==> src/rtl/jt03_snd_mix.sv <==
// Post-mixer for the YM2203 wrapper. It scales the FM and PSG outputs through one shared multiplier,
// removes the PSG DC offset with a leaky integrator, and saturates the sum to a signed 16-bit sample.
module jt03_snd_mix #(
    parameter int unsigned DC_EN    = 1,
    parameter int unsigned DC_SHIFT = 6
) (
    input  logic        i_clk,
    input  logic        i_rst_n,
    input  logic        i_snd_sample,
    input  logic [15:0] i_fm_snd,
    input  logic [7:0]  i_psg_a,
    input  logic [7:0]  i_psg_b,
    input  logic [7:0]  i_psg_c,
    input  logic [7:0]  i_fm_gain,
    input  logic [7:0]  i_psg_gain,
    input  logic        i_mute,
    output logic [15:0] o_mix,
    output logic        o_mix_valid,
    output logic        o_clip,
    output logic        o_overrun
);

    localparam int unsigned DcW = 10 + DC_SHIFT;

    typedef enum logic [2:0] {
        StIdle,
        StDc,
        StMfm,
        StMpsg,
        StOut
    } state_t;

    state_t r_state;
    state_t w_state_d;

    logic [15:0]        r_fm;
    logic [9:0]         r_psg_sum;
    logic signed [10:0] r_psg_ac;
    logic [DcW-1:0]     r_dc_acc;
    logic signed [25:0] r_acc;
    logic [15:0]        r_mix;
    logic               r_mix_valid;
    logic               r_clip;
    logic               r_overrun;

    logic [9:0]         w_psg_sum;
    logic [9:0]         w_dc;
    logic [DcW-1:0]     w_dc_acc_d;
    logic signed [10:0] w_psg_ac;
    logic signed [25:0] w_mul_a;
    logic signed [25:0] w_mul_b;
    logic signed [25:0] w_prod;
    logic               w_sat_hi;
    logic               w_sat_lo;
    logic [15:0]        w_clamped;

    assign w_psg_sum = {2'b00, i_psg_a} + {2'b00, i_psg_b} + {2'b00, i_psg_c};

    // The integrator settles at psg_sum << DC_SHIFT, so the estimate always fits in 10 bits.
    assign w_dc       = r_dc_acc[DcW-1:DC_SHIFT];
    assign w_dc_acc_d = r_dc_acc + {{DC_SHIFT{1'b0}}, r_psg_sum} - {{DC_SHIFT{1'b0}}, w_dc};

    assign w_psg_ac = (DC_EN != 0) ? $signed({1'b0, r_psg_sum}) - $signed({1'b0, w_dc})
                                   : $signed({1'b0, r_psg_sum});

    // One multiplier: FM operands in StMfm, PSG operands in StMpsg.
    always_comb begin
        w_mul_a = {{10{r_fm[15]}}, r_fm};
        w_mul_b = {18'd0, i_fm_gain};
        if (r_state == StMpsg) begin
            w_mul_a = {{15{r_psg_ac[10]}}, r_psg_ac};
            w_mul_b = {18'd0, i_psg_gain};
        end
    end

    assign w_prod = w_mul_a * w_mul_b;

    assign w_sat_hi  = r_acc > 26'sd32767;
    assign w_sat_lo  = r_acc < -26'sd32768;
    assign w_clamped = w_sat_hi ? 16'h7fff : (w_sat_lo ? 16'h8000 : r_acc[15:0]);

    always_comb begin
        w_state_d = r_state;
        unique case (r_state)
            StIdle:  if (i_snd_sample) w_state_d = StDc;
            StDc:    w_state_d = StMfm;
            StMfm:   w_state_d = StMpsg;
            StMpsg:  w_state_d = StOut;
            StOut:   w_state_d = StIdle;
            default: w_state_d = StIdle;
        endcase
    end

    always_ff @(posedge i_clk) begin
        if (!i_rst_n) begin
            r_state <= StIdle;
        end else begin
            r_state <= w_state_d;
        end
    end

    always_ff @(posedge i_clk) begin
        if (!i_rst_n) begin
            r_fm        <= '0;
            r_psg_sum   <= '0;
            r_psg_ac    <= '0;
            r_dc_acc    <= '0;
            r_acc       <= '0;
            r_mix       <= '0;
            r_mix_valid <= 1'b0;
            r_clip      <= 1'b0;
            r_overrun   <= 1'b0;
        end else begin
            r_mix_valid <= 1'b0;
            r_clip      <= 1'b0;
            if (i_snd_sample && (r_state != StIdle)) begin
                r_overrun <= 1'b1;
            end
            case (r_state)
                StIdle: begin
                    if (i_snd_sample) begin
                        r_fm      <= i_fm_snd;
                        r_psg_sum <= w_psg_sum;
                    end
                end
                StDc: begin
                    r_psg_ac <= w_psg_ac;
                    if (DC_EN != 0) begin
                        r_dc_acc <= w_dc_acc_d;
                    end
                end
                StMfm: begin
                    r_acc <= w_prod >>> 4;
                end
                StMpsg: begin
                    r_acc <= r_acc + (w_prod <<< 2);
                end
                StOut: begin
                    r_mix_valid <= 1'b1;
                    if (i_mute) begin
                        r_mix <= '0;
                    end else begin
                        r_mix  <= w_clamped;
                        r_clip <= w_sat_hi | w_sat_lo;
                    end
                end
                default: ;
            endcase
        end
    end

    assign o_mix       = r_mix;
    assign o_mix_valid = r_mix_valid;
    assign o_clip      = r_clip;
    assign o_overrun   = r_overrun;

endmodule

==> config.mk <==
export PLATFORM = sky130hd
export DESIGN_NAME = jt03_snd_mix
export DESIGN_NICKNAME = d
export VERILOG_FILES = /design/src/rtl/jt03_snd_mix.sv
export SDC_FILE = /design/constraint.sdc
export NUM_CORES = 1
export LEC_CHECK = 0
export CAP_MARGIN = 20
export CORE_ASPECT_RATIO = 0.6
export CORE_MARGIN = 2
export CORE_UTILIZATION = 45
export DETAILED_ROUTE_END_ITERATION = 8
export GPL_ROUTABILITY_DRIVEN = 0
export RECOVER_POWER = 100
export SYNTH_ARGS = -nofsm -noshare
export SYNTH_HDL_FRONTEND = slang
export SYNTH_SLANG_ARGS = --single-unit
==> constraint.sdc <==
create_clock -name i_clk -period 9.25 [get_ports i_clk]
set_input_delay 1.85 -clock i_clk [delete_from_list [all_inputs] [get_ports i_clk]]
set_output_delay 1.85 -clock i_clk [all_outputs]
set_load 0.02 [all_outputs]
==> results of run 1 <==
metrics by stage:
step	power (W)	utilization, %	instances
3_5_place_dp	0.00245	50.4	1827
4_1_cts	0.00289	51.6	1843
3_3_place_gp	0.00243	50.4	1827
6_report	0.00290	51.6	1843
5_1_grt	0.00317	51.6	1843
2_1_floorplan	0.00199	-	1443
cell usage in the layout, fill, tap and decap left out, types with 17 or more instances in the layout:
cell	instances
nand2_1	231
inv_1	222
nor2_1	140
fa_1	125
a21oi_1	116
ha_1	109
dfxtp_1	101
clkdlybuf4s50_1	57
o21ai_0	54
xnor2_1	43
buf_4	25
mux2i_1	23
a21o_1	22
dlygate4sd3_1	21
xor2_1	18
nand3_1	17
critical path: cells and delay by family:
family	cells	cell delay (ns)
AOI/OAI and AO/OA	8	2.40
xor gates and xnor gates	1	0.41
adders and majority gates	6	2.74
buffers and inverters	4	0.68
muxes	1	0.12
and+or+nand+nor	4	0.88
cell families (layout without fill, tap and decap cells):
logic type,Yosys count,count (layout),share of synthesized area [%]
multiplexers,23,23,2.01
buffers and inverters,272,343,8.94
XOR/XNOR,61,61,4.67
flip-flops,101,101,17.7
AO/OA/AOI/OAI,284,284,15.5
AND/OR/NAND/NOR,468,468,17.4
adder cells (fa/ha/maj),234,234,33.8
power by group through the flow:
stage	sequential, W	clock (W)	combinational [W]
finish	0.000579	0.000425	0.00190
global route	0.000589	0.000450	0.00213
CTS	0.000578	0.000434	0.00188
detailed placement	0.000588	0	0.00186
global placement	0.000587	0	0.00184
floorplan	0.000555	0	0.00144
routing by layer:
layer  track usage [%]  part of all wire (%)  vias up
li1                  -                     -     4831
met1              37.3                    50     4791
met2              35.0                    40      344
met3              5.33                   9.0       16
met4              3.80                  0.91        0
met5                 0                     0        -
layout make-up:
type	count	area [um^2]	share of cell area [%]
multi-input combinational	1070	8400	64.8
clock buffer	10	239	1.84
inverter	222	833	6.43
clock inverter	6	77.6	0.599
sequential	101	2020	15.6
tap	329	412	3.18
timing repair buffer	105	976	7.53
registers in the layout, summed over array words and instances (netlist names):
register,cells
r_fm,16
r_psg_sum,10
r_state,3
o_clip,1
o_mix_valid,1
r_psg_ac,11
o_mix,16
r_acc,26
o_overrun,1
r_dc_acc,16
worst paths after layout:
path,endpoint,cells after the start
setup / recovery,r_acc[24],24
hold / removal,o_mix[5],2
setup reg to reg,r_acc[24],25
hold reg to reg,o_mix[5],2
==> metrics.txt, run 1 <==
Slew Limit Fails 60; Synth warnings 0; Yosys top cell by area fa_1; sequential share of the synthesized area 17.7%; count leader, synth nand2_1; Syn Nets approximately 1,700; hpwl dp 25,100 um; Internal roughly 0.0015 W; vias in the first global route about 9,400; Reg power frac 20.0%; Max VDD drop ~0.14 mV; hold slack ~0.45 ns; Post-CTS Hold Buffers 0; CTS clock-pin slew for the worst setup and hold paths about 0.08 ns; final setup fails 0; power share of the combinational group 65.4%; Die Area 26,700 um^2; wire length of the first global-routing pass 50,600 um; CP Max Fanout 13; Sink Count 101; EDFF count, synth 0; skew final ~0.013 ns; worst reg2reg startpoint r_state[1]; num ports 79; ratio of final minimum period to clock period 95.4%; synthesized area 11,400 um^2; CTS root buf clkbuf_16; top cells by count, synth nand2_1 (232), inv_1 (222), nor2_1 (140); post-synthesis cell type count 56; CP endpoint kind register; Synth area leaders fa_1 (22%), dfxtp_1 (18%), ha_1 (12%); Initial Utilization 45.5%; vias post-DR 9,982; Diodes inserted 0; Hold Violations, Final 0; Arr. time, crit path 9.10 ns; Filler cells 2,462; worst skew pair latency around 0.38 ns; synthesized flop and latch total 101; CP max-delay cell o311ai_1; top achievable clock speed 113 MHz; min Tclk post-route 8.83 ns; drt first-iter violations 888; post-synth top area share a little over a fifth; RSZ-0062 raised after global routing no; crit path kind input port to register; worst hold start o_mix[5]; Gate Count Post-Synth 1,443; pre-CTS WS 0.258 ns; postcts setup bufs 0; WL per Instance ~17 um; initial antenna violation count 0; Post-layout nets ~1,800; CP cell instances dlygate4sd3_1 > nand2_1 > nand2_1 > nand2_1 > fa_1 > inv_1 > fa_1 > inv_1 > fa_1 > fa_1 > inv_1 > ha_1 > a21boi_0 > o311ai_1 > a31oi_1 > xnor2_1 > ha_1 > and3_1 > a31o_2 > a41oi_1 > a21oi_1 > a31o_2 > mux2i_1 > a31o_2; switching pwr 0.00139 W; async set-reset flop share out of synthesis 0%; P&R area growth vs syn 13.4%; Worst Setup SP i_psg_gain[0]; pin count of the biggest net entering global routing 60; placed inst area between 10,000 and 15,000 um^2; CTS Buffer Depth 2; CTS tree done; failing checks capacitance limit, slew limit; post-route setup slack 0.423 ns; die width between 200 and 250 um; share of layout cells above drive strength 1 between 4 and 5%; maxcap violations 1; row cnt 45; Die Height 127 um; GRT Overall Usage between 20% and 30%; Switching Fraction around 48%; post_cts resized 0; Register-to-Register Setup Slack approximately 0.64 ns; Port Buf Inserts 78; Mapped Avg Cell Area 7.92 um^2; most common flop cell mapped by yosys dfxtp_1; final WL between 30,000 and 40,000 um; critical path required time 9.52 ns; crit-path max cell delay 0.77 ns; DR DRC count 0; final instance area roughly 13,000 um^2; crit start category input port; router iterations before antenna repair 5; H-tree Lvls 3; measured slew at the worst slew-check pin 3.05 ns; Final ANT Viol Nets 0; final setup TNS 0 ns; Std-Cell Core Area 25,100 um^2; GRT overflow 0; Min-Delay Path Class register to register; CP most frequent cell fa_1; clock power share 14.7%; CTS buffer count 9; PD cells about 220 nW/um^2; status finished, violations left; Vias/cell ~5.4; leak pwr 6.33 nW; Slew HR -103%
Power figures use the tool's default switching activity.
==> inputs of run 2 (changes only) <==
--- a/config.mk
+++ b/config.mk
@@ -10,4 +10,5 @@
 export CORE_MARGIN = 2
 export CORE_UTILIZATION = 45
+export CTS_CLUSTER_DIAMETER = 40
 export DETAILED_ROUTE_END_ITERATION = 8
 export GPL_ROUTABILITY_DRIVEN = 0
==> constraint.sdc (replaced) <==
create_clock -name i_clk -period 9.25 [get_ports i_clk]
set_input_delay 1.85 -clock i_clk [delete_from_list [all_inputs] [get_ports i_clk]]
set_output_delay 1.85 -clock i_clk [all_outputs]
set_load 0.01 [all_outputs]
==> results of run 2 <==
The final DEF is identical to that of run 1. Status: finished, violations left: capacitance limit, slew limit.
==> inputs of run 3 (changes only) <==
- CORE_UTILIZATION: 45 -> 61
- CTS_CLUSTER_SIZE: not set -> 12
- PLACE_DENSITY: not set -> 0.82
==> run 3 against run 2 <==
The flow still finishes with violations (capacitance limit, slew limit). Final cell count is 5.1% lower. Via count grew 3.6%. Fmax rose by 0.72%. Worst hold slack better by 0.0037 ns. Critical endpoint unchanged. Setup slack better by 0.063 ns. Highest routed layer unchanged. Power decreased by 0.66%. Clock power fell by 6.4%.
==> metrics.txt, run 3 (synthesis results as in run 1) <==
placed inst area 12,500 um^2; Die Area 19,900 um^2; CTS tree done; Min-Delay Path Class register to register; Final ANT Viol Nets 0; most common cell after layout, fill and taps aside nand2_1; Slew Limit Fails 45; postcts setup bufs 0; Arr. time, crit path between 9 and 10 ns; Switching Fraction between 40 and 50%; CTS root buf clkbuf_16; PD cells 225 nW/um^2; hpwl dp around 24,000 um; Std-Cell Core Area 18,200 um^2; clock power share roughly 14%; Post-layout nets 1,798; pre-CTS WS a little under 0.4 ns; share of layout cells above drive strength 1 3.91%; crit path to r_acc[24]; worst reg2reg startpoint r_state[1]; CP Max Fanout 12; failing checks capacitance limit, slew limit; status finished, violations left; Register-to-Register Setup Slack 0.68 ns; row cnt 38; Internal 0.00148 W; Max VDD drop 0.163 mV; Diodes inserted 0; CTS Buffer Depth 2; critical path required time about 9.5 ns; num ports 79; post_cts resized 0; min Tclk post-route slightly below 9 ns; vias post-DR about 10,000; GRT Overall Usage 31.3%; router iterations before antenna repair 5; Worst Setup SP i_psg_gain[2]; worst skew pair latency 0.37 ns; die width approximately 180 um; crit path kind input port to register; maxcap violations 1; final setup TNS 0 ns; Hold Violations, Final 0; top achievable clock speed roughly 110 MHz; final instance area ~13,000 um^2; vias in the first global route roughly 9,700; Sink Count 101; switching pwr 0.00140 W; pin count of the biggest net entering global routing 45; crit start category input port; Filler cells 1,459; GRT overflow 0; max reg flops 26; CTS buffer count 9; RSZ-0062 raised after global routing no; P&R area growth vs syn 11.9%; CP endpoint kind register; Post-CTS Hold Buffers 0; post-route setup slack a little under 0.5 ns; most frequent cells in the layout nand2_1 (231), inv_1 (222), nor2_1 (140), fa_1 (125), a21oi_1 (116); R2R cell count 25; R2R Path End r_acc[24]; Reg power frac 20.2%; WL per Instance about 17 um; Slew HR -60.3%; final WL roughly 30,000 um; wire length of the first global-routing pass 49,200 um; measured slew at the worst slew-check pin 2.41 ns; final setup fails 0; Initial Utilization 62.8%; Die Height ~110 um; Vias/cell just under 6; DR DRC count 0; power share of the combinational group around two thirds; CTS clock-pin slew for the worst setup and hold paths 0.08 ns; initial antenna violation count 0; Port Buf Inserts 78; ratio of final minimum period to clock period 94.7%; Largest Register r_acc; leak pwr 6.29 nW; H-tree Lvls 3; drt first-iter violations 1,136; skew final 0.00955 ns
[run 3: layout make-up]
class | count | area, um^2 | share of cell area, %
multi-input combinational | 1070 | 8390 | 65.6
sequential | 101 | 2020 | 15.8
timing repair buffer | 100 | 942 | 7.37
inverter | 222 | 833 | 6.52
tap | 240 | 300 | 2.35
clock buffer | 9 | 225 | 1.76
clock inverter | 7 | 70.1 | 0.548
[run 3: through the flow]
step	cells	util, %	power (W)	hold slack [ns]
2_1_floorplan	1443	-	0.00199	0.431
4_1_cts	1749	70.3	0.00285	0.456
3_3_place_gp	1733	68.6	0.00239	0.439
6_report	1749	70.2	0.00288	0.453
5_1_grt	1749	70.2	0.00311	0.470
3_5_place_dp	1733	68.6	0.00243	0.445
[run 3: worst min path at each step]
stage                start           to  cells after the start
2_1_floorplan  r_psg_ac[2]  r_psg_ac[2]                      2
3_3_place_gp   r_dc_acc[4]  r_dc_acc[4]                      2
3_5_place_dp     o_mix[14]    o_mix[14]                      2
4_1_cts           r_acc[1]     r_acc[1]                      2
5_1_grt           r_acc[0]     r_acc[0]                      2
6_report          o_mix[6]     o_mix[6]                      2
[run 3: critical path: stages]
cell           delay, ns
dlygate4sd3_1       0.55
nand2_1             0.05
nand2_1             0.40
nand2_1             0.15
fa_1                0.57
inv_1               0.05
fa_1                0.49
inv_1               0.05
fa_1                0.46
fa_1                0.54
inv_1               0.04
ha_1                0.34
a21boi_0            0.17
o311ai_1            0.74
a31oi_1             0.28
xnor2_1             0.39
ha_1                0.38
and3_1              0.27
a31o_2              0.24
a41oi_1             0.25
a21oi_1             0.17
a31o_2              0.28
mux2i_1             0.12
a31o_2              0.21
[run 3: layer usage]
layer	global-route usage, %	part of all wire (%)
met1	45.3	45
met2	48.3	43
met3	7.33	11
met4	6.05	1.5
met5	0	0
[run 3: power by group through the flow]
stage / clock network [W] / registers, W / logic, W
4_1_cts: 0.000402 / 0.000579 / 0.00187
3_5_place_dp: 0 / 0.000589 / 0.00185
3_3_place_gp: 0 / 0.000587 / 0.00180
2_1_floorplan: 0 / 0.000554 / 0.00144
6_report: 0.000398 / 0.000583 / 0.00190
5_1_grt: 0.000413 / 0.000588 / 0.00211
